===== src/rtl/multi_clock_gate.sv =====
// multi_clock_gate: N-channel glitch-free clock gate with per-channel turn-off
// hysteresis and a DFT force-on override.
module multi_clock_gate #(
  parameter int unsigned N_CH        = 4,
  parameter int unsigned IDLE_CYCLES = 8,
  parameter int unsigned CNT_W       = 4
) (
  input  logic            clk,
  input  logic            reset,
  input  logic [N_CH-1:0] enable,
  input  logic            test_en,
  output logic [N_CH-1:0] gated_clk,
  output logic [N_CH-1:0] ch_on,
  output logic            all_off
);

  localparam longint unsigned CNT_MAX     = (64'd1 << CNT_W) - 64'd1;
  localparam int unsigned     HOLD_LOAD_I = (IDLE_CYCLES == 0) ? 0 : IDLE_CYCLES - 1;
  localparam logic [CNT_W-1:0] HOLD_LOAD  = CNT_W'(HOLD_LOAD_I);

  // Reject parameter sets the hold counter or channel vector cannot represent.
  if (longint'(IDLE_CYCLES) > CNT_MAX) begin : g_bad_idle
    $error("multi_clock_gate: IDLE_CYCLES does not fit in CNT_W bits");
  end
  if (N_CH < 1 || N_CH > 32) begin : g_bad_nch
    $error("multi_clock_gate: N_CH must be in 1..32");
  end

  typedef enum logic [1:0] {
    ST_OFF  = 2'd0,
    ST_ON   = 2'd1,
    ST_HOLD = 2'd2
  } state_t;

  logic [N_CH-1:0] en_q;
  logic [N_CH-1:0] gate_n;
  logic            test_en_q;

  for (genvar i = 0; i < N_CH; i++) begin : g_ch
    state_t           state;
    logic [CNT_W-1:0] cnt;

    // Per-channel request FSM with turn-off hold counter.
    always_ff @(posedge clk or negedge reset) begin
      if (!reset) begin
        state <= ST_OFF;
        cnt   <= '0;
      end else begin
        case (state)
          ST_OFF: begin
            if (enable[i]) state <= ST_ON;
          end
          ST_ON: begin
            if (!enable[i]) begin
              if (IDLE_CYCLES == 0) begin
                state <= ST_OFF;
              end else begin
                state <= ST_HOLD;
                cnt   <= HOLD_LOAD;
              end
            end
          end
          ST_HOLD: begin
            if (enable[i])          state <= ST_ON;
            else if (cnt != '0)     cnt   <= cnt - CNT_W'(1);
            else                    state <= ST_OFF;
          end
          default: state <= ST_OFF;
        endcase
      end
    end

    // Posedge-stage enable: branch wanted for the next clock period.
    assign en_q[i] = (state != ST_OFF);
  end

  // Posedge capture of the DFT override so it shares the FSM latency.
  always_ff @(posedge clk or negedge reset) begin
    if (!reset) test_en_q <= 1'b0;
    else        test_en_q <= test_en;
  end

  // Low-phase latch stage: gate only moves while clk is low, so no glitches.
  always_ff @(negedge clk or negedge reset) begin
    if (!reset) gate_n <= '0;
    else        gate_n <= en_q | {N_CH{test_en_q}};
  end

  assign gated_clk = {N_CH{clk}} & gate_n;
  assign ch_on     = gate_n;
  assign all_off   = ~|gate_n;

endmodule


===== config.mk =====
export PLATFORM = sky130hd
export DESIGN_NAME = multi_clock_gate
export DESIGN_NICKNAME = d
export VERILOG_FILES = /design/src/rtl/multi_clock_gate.sv
export SDC_FILE = /design/constraint.sdc
export NUM_CORES = 1
export LEC_CHECK = 0
export BUFFER_PORTS_ARGS = -buffer_cell sky130_fd_sc_hd__clkbuf_2
export CAP_MARGIN = 40
export CORE_MARGIN = 5
export CORE_UTILIZATION = 45
export CTS_BUF_LIST = sky130_fd_sc_hd__clkbuf_8
export CTS_CLUSTER_DIAMETER = 80
export DETAILED_ROUTE_END_ITERATION = 8
export PLACE_DENSITY_LB_ADDON = 0.1
export RECOVER_POWER = 50
export SLEW_MARGIN = 20
export SYNTH_ARGS = -nofsm -noshare
export SYNTH_HDL_FRONTEND = slang
export SYNTH_SLANG_ARGS = --single-unit

===== constraint.sdc =====
create_clock -name clk -period 2.14 [get_ports clk]
set_input_delay 0.428 -clock clk [delete_from_list [all_inputs] [get_ports clk]]
set_output_delay 0.428 -clock clk [all_outputs]
set_load 0.05 [all_outputs]

* After elaboration in Yosys (flattened, before gate mapping)
Cells that the tools add are included.
** Storage, ports and cells
- Bits of input ports :: 7
- Flip-flop bits (word level) :: 29
- Word-level logic and storage cells :: 106
** Cells by class
- Eq/ne operators :: 28
- Reductions and logical operators :: 26
- Multiplexer cells :: 36
- Bitwise operators :: 2
- Add/subtract/negate cells :: 4
** Operator list (count)
- $mux W4 :: 12
- $mux W2 :: 16
- $ne A2 B2 Y1 const B :: 16
- $pmux W4 S2 :: 4
- $pmux W2 S3 :: 4
- $reduce_and A4 Y1 :: 4
- $reduce_bool A2 Y1 :: 8
- $reduce_bool A4 Y1 :: 4
- $sub A4 B1 Y4 const B :: 4
- $ne A3 B3 Y1 const B :: 4
- $reduce_and A3 Y1 :: 4
- $eq A2 B1 Y1 const B :: 4
- $eq A2 B2 Y1 const B :: 4
- $logic_not A2 Y1 :: 4
- $and A4 B4 Y4 :: 1
- $or A4 B4 Y4 :: 1
- $reduce_or A4 Y1 :: 1
- $logic_not A1 Y1 :: 1

* Depth between registers and ports, before layout
- Depth in word-level cells :: 4
- Gate-level depth with buffers :: 5
- Gate-level depth less buffers :: 5

==> run_results.csv <==
group,metric,value,unit
setup_path,rr_startpoint,"test_en_q",
power_and_ir_drop,power_leakage,0.926,nW
drt,wirelength,3420,um
logic_synthesis,yosysTopAreaCellShare,39.2,%
floorplanning,fp.dieH,69.6,um
floorplanning,dieArea,0.00484,mm^2
placed_design,dp_hpwl,2290,um
timing,worst_slack,-0.664,ns
layout,drive_gt1_share,23.4,%
setup_path,worstPathArrival,2.38,ns
layout,fin_util,64.1,%
timing,setup_viol,13,
timing,finClkSkew,0.0278,ns
logic_synthesis,syn_inst,166,
logic_synthesis,ys_ff_latch,29,
timing,rsz0062_at_grt,"yes",
logic_synthesis,ys.flop_type,"dfrtp_1",
logic_synthesis,yosys.area.top_type,"dfrtp_1",
logic_synthesis,syn-mean-instance-area,9.63,um^2
logic_synthesis,yosys_warnings,0,
drt,drt_iter0_markers,119,
drt,vias_per_cell,5.60,
drt,drc,0,
setup_path,critPathRequiredTime,1.71,ns
drt,detail_route.wl_per_cell,13.9,um
timing,slew-limit-headroom,54.0,%
global_routing,grt_max_degree,18,
layout,final_cell_mix,"dfrtp_1, inv_1, nor2_1, clkbuf_8",
floorplanning,row_count,21,
floorplanning,core,0.00339,mm^2
layout,instances_no_fill,247,
placed_design,place.gp.congestion,0.880,
clock_tree,path_clk_slew,0.06,ns
job,maxCapViolCount,0,
global_routing,grt_pass1_vias,1386,
placed_design,placed_cells,230,
setup_path,rr_endpoint,"ch_on[0]",
clock_tree,cts_tree,"done",
logic_synthesis,synth_cell_types,48,
global_routing,track_usage,16.3,%
logic_synthesis,synth-async-reset-ratio,100,%
drt,ant_nets,0,
layout,diodes,0,
logic_synthesis,yosysSeqAreaShare,45.4,%
setup_path,r2r_slack,0.17,ns
placed_design,io_buffers,15,
timing,hold_violations,0,
layout,final_common_cell,"dfrtp_1",
power_and_ir_drop,vdd_drop_max,596,uV
timing,tightestPinTransition,0.690,ns
placed_design,post-place-ws,-0.242,ns
setup_path,worst_setup_path_end_kind,"output pin",
setup_path,crit_end,"all_off",
drt,firstDrtPassIters,4,
layout,fin_nets,210,
floorplanning,die_x,69.6,um
layout,fin_area,0.00217,mm^2
setup_path,path_max_fanout,3,
timing,setup_tns,-5.02,ns
clock_tree,clk_latency,0.41,ns
global_routing,overflow,0,
setup_path,critical_path_class,"reg -> out",
setup_path,critPathLaunchType,"flip-flop",
logic_synthesis,synth_area_leaders,"dfrtp_1, dfrtn_1, ha_1",
timing,final_max_slew_viol_count,0,
logic_synthesis,synth_fp_nets,177,
placed_design,dpl_cell_area,0.00185,mm^2
logic_synthesis,synth_edf_count,0,
floorplanning,ios,16,
global_routing,grt_antenna_before_repair,0,
power_and_ir_drop,totalPowerFinal,2.63,mW
run_status,status,"complete, but fails checks",
hold_path,hp-class,"in -> reg",
logic_synthesis,syn-cell-area,0.00160,mm^2
setup_path,reg2regPathDepth,1,
layout,syn_to_final_growth,35.9,%
drt,route.vias.total,1383,
global_routing,grt_pass1_wl,6090,um
run_status,violations,"negative setup slack",
power_and_ir_drop,power_density,1210,mW/mm^2
setup_path,cp-startpoint,"ch_on[2]",
floorplanning,start_util,47.1,%
timing,fin_hold_ws,0.156,ns
critical path, stage by stage (launching register included):
cell,delay (ns)
dfrtn_1,0.38
nor4_4,0.34
buf_12,0.18
final cells by class:
class | instances | area (um^2)
multi-input cells | 114 | 805
repair buffers | 27 | 249
clock inverters | 4 | 68.8
clock buffers | 13 | 214
flip-flops and latches | 29 | 726
well taps | 46 | 57.6
fillers | 257 | 1220
inverters | 14 | 52.6
cell families (layout without fill, tap and decap cells):
group	Yosys count	after routing	share of synthesized area, %
AND/OR/NAND/NOR	64	64	24.7
AO/OA/AOI/OAI	44	44	19.7
flip-flops	29	29	45.4
buffers and inverters	23	58	5.72
adder cells (fa/ha/maj)	4	4	3.13
multiplexers	2	2	1.25
cells in the mapped netlist, drive strengths merged, types with 2 or more instances:
cell and count:
a32o 2, nand2b 4, mux2i 2, nor4 3, inv 14, or3b 5, dfrtn 4, nand4 2
nor2b 5, nor3b 2, nor2 9, dfrtp 25, nand3 3, or3 4, a21boi 2, nand3b 5
o22a 2, a2bb2oi 3, a21oi 8, nor3 6, ha 4, clkbuf 5, a22oi 2, nor4b 4
buf 4, o21ai 11, nand2 5, and2 5
sequential cells by signal, summed over array words and instances, names as in the netlist:
register and cells:
ch_on 4, g_ch.state 8, test_en_q 1, g_ch.cnt 16
routing by layer:
metal / track usage, % / share of wire, %
met2: 23.1 / 45
met4: 13.4 / 3.1
met1: 18.1 / 46
met5: 0 / 0
met3: 8.41 / 6.2
power by group:
| group | switching [mW] | leakage [nW] | internal, mW |
|---|---|---|---|
| combinational | 0.195 | 0.443 | 0.191 |
| sequential | 0.0857 | 0.321 | 0.634 |
| clock | 0.584 | 0.162 | 0.945 |
| total | 0.865 | 0.926 | 1.77 |
how the worst min path moves through the flow:
stage	from	to	slack, ns	cells after the start
2_1_floorplan	reset	g_ch[0].cnt[0]	0.13	0
3_3_place_gp	reset	g_ch[3].cnt[2]	0.33	1
3_5_place_dp	reset	g_ch[3].cnt[0]	0.34	1
4_1_cts	test_en	test_en_q	0.15	1
5_1_grt	test_en	test_en_q	0.14	1
6_report	test_en	test_en_q	0.16	1
timing repair:
action | CTS | global route
setup endpoints to repair | 13 | 13
hold buffers | 1 | 0
endpoints found under the hold margin | 8 | 0
pin swaps | 1 | 1
setup buffers | 1 | 3
gates resized for setup | 17 | 4
(Power assumes the default switching activity.)
